## config.mk

```make
export PLATFORM = sky130hd
export DESIGN_NAME = fetch_issue_queue
export DESIGN_NICKNAME = d
export VERILOG_FILES = /design/src/rtl/spu_pkg.sv /design/src/rtl/fiq_storage.sv /design/src/rtl/fetch_issue_queue.sv
export SDC_FILE = /design/constraint.sdc
export NUM_CORES = 2
export LEC_CHECK = 0
export CAP_MARGIN = 0
export CORE_MARGIN = 2
export CORE_UTILIZATION = 40
export CTS_CLUSTER_DIAMETER = 60
export DETAILED_ROUTE_END_ITERATION = 10
export PLACE_DENSITY = 0.69
export SYNTH_ARGS = -nofsm -noshare
export SYNTH_HDL_FRONTEND = slang
export SYNTH_SLANG_ARGS = --single-unit
```

## constraint.sdc

```tcl
create_clock -name clk -period 13.8 [get_ports clk]
set_input_delay 2.76 -clock clk [delete_from_list [all_inputs] [get_ports clk]]
set_output_delay 2.76 -clock clk [all_outputs]
set_load 0.05 [all_outputs]
```

## src/rtl/spu_pkg.sv

```systemverilog
// Shared front-end types: instruction/PC widths and the fetch queue entry layout.
package spu_pkg;

   localparam int IW = 32;
   localparam int AW = 32;

   typedef struct packed {
      logic [IW-1:0] instr;
      logic [AW-1:0] pc;
      logic          taken;
      logic [AW-1:0] pred_pc;
   } fetch_entry_t;

endpackage

```

## src/rtl/fiq_storage.sv

```systemverilog
// Entry array for the fetch/issue queue: FETCH_W write ports, ISSUE_W combinational read ports.
module fiq_storage
   import spu_pkg::*;
#(
   parameter int DEPTH   = 8,
   parameter int FETCH_W = 2,
   parameter int ISSUE_W = 2,
   parameter int PW      = $clog2(DEPTH)
)
(
   input  logic         clk,
   input  logic [FETCH_W-1:0] wr_en,
   input  logic [PW-1:0] wr_addr [FETCH_W],
   input  fetch_entry_t wr_data [FETCH_W],
   input  logic [PW-1:0] rd_addr [ISSUE_W],
   output fetch_entry_t rd_data [ISSUE_W]
);

   fetch_entry_t mem [DEPTH];

   // Write addresses within one group are always distinct, so port order never matters.
   always_ff @(posedge clk) begin
      for (int i = 0; i < FETCH_W; i++) begin
         if (wr_en[i]) begin
            mem[wr_addr[i]] <= wr_data[i];
         end
      end
   end

   always_comb begin
      for (int k = 0; k < ISSUE_W; k++) begin
         rd_data[k] = mem[rd_addr[k]];
      end
   end

endmodule

```

## src/rtl/fetch_issue_queue.sv

```systemverilog
// Fetch-to-decode instruction queue: accepts fetch groups (truncated after the first
// predicted-taken slot) and presents up to ISSUE_W oldest entries to decode.
module fetch_issue_queue
#(
   parameter int FETCH_W = 2,
   parameter int ISSUE_W = 2,
   parameter int DEPTH   = 8,
   parameter int IW      = spu_pkg::IW,
   parameter int AW      = spu_pkg::AW
)
(
   input  logic                           clk,
   input  logic                           reset,
   input  logic                           flush,
   input  logic                           in_valid,
   input  logic [$clog2(FETCH_W+1)-1:0]   in_cnt,
   input  logic [FETCH_W*IW-1:0]          in_instr,
   input  logic [AW-1:0]                  in_pc,
   input  logic [FETCH_W-1:0]             in_taken,
   input  logic [FETCH_W*AW-1:0]          in_pred_pc,
   output logic                           in_ready,
   output logic [ISSUE_W-1:0]             out_valid,
   output logic [ISSUE_W*IW-1:0]          out_instr,
   output logic [ISSUE_W*AW-1:0]          out_pc,
   output logic [ISSUE_W*AW-1:0]          out_pred_pc,
   output logic [ISSUE_W-1:0]             out_taken,
   input  logic [$clog2(ISSUE_W+1)-1:0]   out_take,
   output logic [$clog2(DEPTH+1)-1:0]     count
);

   import spu_pkg::*;

   localparam int PW = $clog2(DEPTH);
   localparam int CW = $clog2(DEPTH+1);

   logic [PW-1:0]      head;
   logic [PW-1:0]      tail;
   int                 group_n;
   int                 push_n;
   int                 pop_n;
   logic               do_push;
   logic [FETCH_W-1:0] wr_en;
   logic [PW-1:0]      wr_addr [FETCH_W];
   fetch_entry_t       wr_data [FETCH_W];
   logic [PW-1:0]      rd_addr [ISSUE_W];
   fetch_entry_t       rd_data [ISSUE_W];

   // Readiness looks only at registered occupancy so fetch never depends on decode's take.
   always_comb begin
      in_ready = (DEPTH - int'(count)) >= FETCH_W;
   end

   // Group length: in_cnt, cut just after the lowest valid predicted-taken slot.
   always_comb begin
      group_n = (int'(in_cnt) > FETCH_W) ? FETCH_W : int'(in_cnt);
      for (int i = FETCH_W-1; i >= 0; i--) begin
         if ((i < int'(in_cnt)) && in_taken[i]) begin
            group_n = i + 1;
         end
      end
      do_push = in_valid && in_ready && !flush;
      push_n  = do_push ? group_n : 0;
   end

   always_comb begin
      pop_n = int'(out_take);
      if (pop_n > int'(count)) begin
         pop_n = int'(count);
      end
      if (pop_n > ISSUE_W) begin
         pop_n = ISSUE_W;
      end
   end

   // Slot 0 sits in the MSBs of the packed group buses; PCs are implied by slot index.
   always_comb begin
      for (int i = 0; i < FETCH_W; i++) begin
         wr_en[i]           = i < push_n;
         wr_addr[i]         = tail + PW'(i);
         wr_data[i].instr   = in_instr[(FETCH_W-1-i)*IW +: IW];
         wr_data[i].pc      = in_pc + AW'(4*i);
         wr_data[i].taken   = in_taken[i];
         wr_data[i].pred_pc = in_pred_pc[(FETCH_W-1-i)*AW +: AW];
      end
   end

   fiq_storage #(
      .DEPTH   (DEPTH),
      .FETCH_W (FETCH_W),
      .ISSUE_W (ISSUE_W),
      .PW      (PW)
   ) u_storage (
      .clk     (clk),
      .wr_en   (wr_en),
      .wr_addr (wr_addr),
      .wr_data (wr_data),
      .rd_addr (rd_addr),
      .rd_data (rd_data)
   );

   always_comb begin
      out_valid   = '0;
      out_instr   = '0;
      out_pc      = '0;
      out_pred_pc = '0;
      out_taken   = '0;
      for (int k = 0; k < ISSUE_W; k++) begin
         rd_addr[k]                             = head + PW'(k);
         out_valid[k]                           = int'(count) > k;
         out_instr[(ISSUE_W-1-k)*IW +: IW]      = rd_data[k].instr;
         out_pc[(ISSUE_W-1-k)*AW +: AW]         = rd_data[k].pc;
         out_pred_pc[(ISSUE_W-1-k)*AW +: AW]    = rd_data[k].pred_pc;
         out_taken[k]                           = rd_data[k].taken;
      end
   end

   // The reset input is active-low; flush takes priority over any same-cycle push or pop.
   always_ff @(posedge clk or negedge reset) begin
      if (!reset) begin
         head  <= '0;
         tail  <= '0;
         count <= '0;
      end else if (flush) begin
         head  <= '0;
         tail  <= '0;
         count <= '0;
      end else begin
         head  <= head + PW'(pop_n);
         tail  <= tail + PW'(push_n);
         count <= CW'(int'(count) + push_n - pop_n);
      end
   end

endmodule

```

==> flow_summary.yaml <==
sta:
  skew_ns: 0.0294
  fin_crit_ns: 8.39
  timing.final.crit_share_pct: 60.8
  finalHoldWorstSlack_ns: 0.845
  worstMarginPinSlew_ns: 1.18
  fin_tns_setup_ns: 0
  hold_violations: 0
  slew_headroom_pct: 21.2
  rsz0062_at_grt: "no"
  slew_violations: 0
  max_freq_mhz: 119
  setup_viol: 0
synthesis:
  syn_area_um2: 46800
  ys_seq_elements: 786
  synth_warnings: 0
  yosys_most_used_dff: "edfxtp_1"
  yosysSeqAreaShare_pct: 50.4
  synthArstFlopShare_pct: 1.27
  syn_inst: 4000
  synth_edf_count: 776
  syn_avg_cell_area_um2: 11.7
  syn-num-nets: 4191
  ys_types: 56
routing:
  drc: 0
  drt-initial-drc-count: 3484
  vias: 33300
  dr.pass1.iters: 6
  viasPerCell: 5.81
  wire_per_inst_um: 26.1
  antenna_left: 0
  wl_um: 150000
cts:
  numCtsBuffers: 95
  clk_path_buf_depth: 3
  postCtsSetupBuffers: 0
  cts_hold_buf: 0
  root_buffer: "clkbuf_16"
  cts_sinks: 786
  cts-resized-gates: 0
  clk_pin_slew_worst_paths_ns: 0.06
  clkLatencyLatePin_ns: 0.67
  h-tree-depth: 3
  cts_tree: "built"
place:
  portBuffers: 370
  hpwl_um: 84900
  gp_congestion: 0.796
pwr:
  ir_worst_vdd_uv: 329
  power.switching_uw: 4270
  seq_power_share_pct: 26.5
  swShare_pct: 40.2
  p_leak_uw: 0.0193
  power_frac_clock_pct: 23.5
  comb_power_share_pct: 50.0
  cellPowerDensity_nw_per_um2: 196
  p_int_uw: 6350
floorplanning:
  start_util_pct: 40.3
  coreArea_um2: 116000
  die_w_um: 346
  die-area_um2: 120000
  die_y_um: 346
  std_cell_rows: 125
  ioPinCount: 371
critical_path:
  end_kind: "output port"
  crit_arrival_ns: 5.63
  path_max_fanout: 110
  startpoint_type: "flop"
  worstPathRequired_ns: 11.04
  critPathKind: "flop to output port"
global_route:
  antenna_found_initial: 19
  grt_max_degree: 134
  grt_pass1_vias: 32900
  grt_overflow: 0
  grt_use_total_pct: 24.5
  grt_pass1_wl_um: 218000
cells_and_area:
  fill_cells: 10100
  area_delta_synth_final_pct: 16.0
  drive_gt1_share_pct: 19.5
  layout_common_cells: "1,621 x nand2_1, 776 x edfxtp_1, 388 x mux4_2"
  final_common_cell: "nand2_1"
  fin_util_pct: 46.7
  final_net_count: 4312
flow_run:
  drv_cap: 0
run_status:
  status: "completed"
hold_path:
  hp-class: "flop to flop"
-- final cells by class --
type / instances / area [µm²] / share of cell area [%]
multi-input cells: 2787 / 21400 / 39.4
clock buffers: 122 / 2570 / 4.75
clock inverters: 49 / 487 / 0.897
repair buffers: 436 / 4240 / 7.81
inverters: 15 / 56.3 / 0.104
flip-flops and latches: 786 / 23600 / 43.4
well taps: 1524 / 1910 / 3.52
diodes: 9 / 22.5 / 0.0415
-- worst paths after layout --
path                                                  endpoint  slack [ns]          startpoint  cells after the start
worst max-delay path                             out_instr[32]        5.41   head[0]$_DFF_PN0_                      6
worst max register to register  u_storage.mem[2][68]$_DFFE_PP_        8.77  count[1]$_DFF_PN0_                      8
min in group asynchronous                    head[0]$_DFF_PN0_        2.49               reset                      1
worst min-delay path                         tail[2]$_DFF_PN0_        0.85   tail[2]$_DFF_PN0_                      2
worst min register to register               tail[2]$_DFF_PN0_        0.85   tail[2]$_DFF_PN0_                      2
max in group asynchronous                    head[1]$_DFF_PN0_       10.83               reset                      1
-- synthesized netlist by cell type (2+ instances only) --
library cell / instances / area, µm²
edfxtp_1: 776 / 23300
mux2_2: 195 / 2200
ha_1: 17 / 213
buf_1: 41 / 154
a21o_1: 10 / 75.1
nand3b_1: 2 / 15.0
nor4_1: 2 / 12.5
nor3_1: 35 / 175
and4_1: 3 / 26.3
xnor2_1: 68 / 596
nand2b_1: 4 / 25.0
o2111ai_2: 3 / 45.0
xor2_1: 163 / 1430
o21a_1: 2 / 15.0
o211ai_1: 5 / 37.5
clkbuf_2: 20 / 100
a21oi_1: 6 / 30.0
o31ai_1: 2 / 15.0
nor4bb_1: 2 / 20.0
o21ai_0: 15 / 75.1
clkbuf_1: 181 / 679
nor2_1: 165 / 619
inv_2: 3 / 11.3
o221a_2: 2 / 22.5
nand3_1: 15 / 75.1
dfrtp_1: 10 / 250
or3_1: 3 / 18.8
nand4_1: 15 / 93.8
nor2b_1: 11 / 68.8
o211ai_2: 3 / 37.5
and2_1: 4 / 25.0
inv_1: 11 / 41.3
mux4_2: 388 / 8740
buf_4: 87 / 653
a211oi_2: 3 / 37.5
nand2_1: 1621 / 6080
fa_1: 4 / 80.1
buf_2: 83 / 415
a2111oi_4: 3 / 82.6
-- cells by family (layout without fill, tap and decap cells) --
| kind of cell | count (synthesis) | in the layout | share of synthesized area, % |
|---|---|---|---|
| AOI/OAI and AO/OA | 60 | 60 | 1.17 |
| xor gates and xnor gates | 232 | 232 | 4.36 |
| adders and majority gates | 21 | 21 | 0.626 |
| buffers and inverters | 427 | 622 | 4.40 |
| DFF | 786 | 786 | 50.4 |
| muxes | 583 | 583 | 23.4 |
| other | 0 | 9 | 0 |
| and+or+nand+nor | 1891 | 1891 | 15.7 |
-- state kept, by name (all words and copies together), names as in the netlist --
register	count
head	3
tail	3
count	4
u_storage.mem	776
-- critical path, stage by stage, from the launching register on --
cell and delay [ns]:
dfrtp_4 0.85, buf_12 0.52, buf_4 0.83, buf_4 0.83, mux4_2 0.60, mux2_2 0.31, clkdlybuf4s50_1 0.71
-- routing by layer --
layer / routed length (µm) / track usage [%] / up-vias
met5: 155 / 0 / -
met4: 4600 / 8.24 / 24
met3: 15400 / 4.91 / 308
met2: 70500 / 39.0 / 1945
met1: 59100 / 33.7 / 16700
li1: - / - / 14300
-- stage by stage --
step | instance area (µm²) | setup slack, ns | total power, µW | instances
5_1_grt | 54200 | 5.03 | 11000 | 5725
4_1_cts | 54200 | 5.31 | 10700 | 5719
6_report | 54200 | 5.41 | 10600 | 5728
3_5_place_dp | 51200 | 6.06 | 8180 | 5548
3_3_place_gp | 51200 | 6.16 | 8150 | 5548
2_1_floorplan | 46800 | 2.48 | 6660 | 4000
-- power by group through the flow --
| stage | registers (µW) | logic, µW | clock network [µW] |
|---|---|---|---|
| finish | 2820 | 5310 | 2490 |
| global route | 2830 | 5530 | 2610 |
| CTS | 2820 | 5340 | 2520 |
| detailed placement | 2870 | 5320 | 0 |
| global placement | 2860 | 5290 | 0 |
| floorplan | 2830 | 3830 | 0 |
Note: power is estimated with default switching activity, not from simulation.
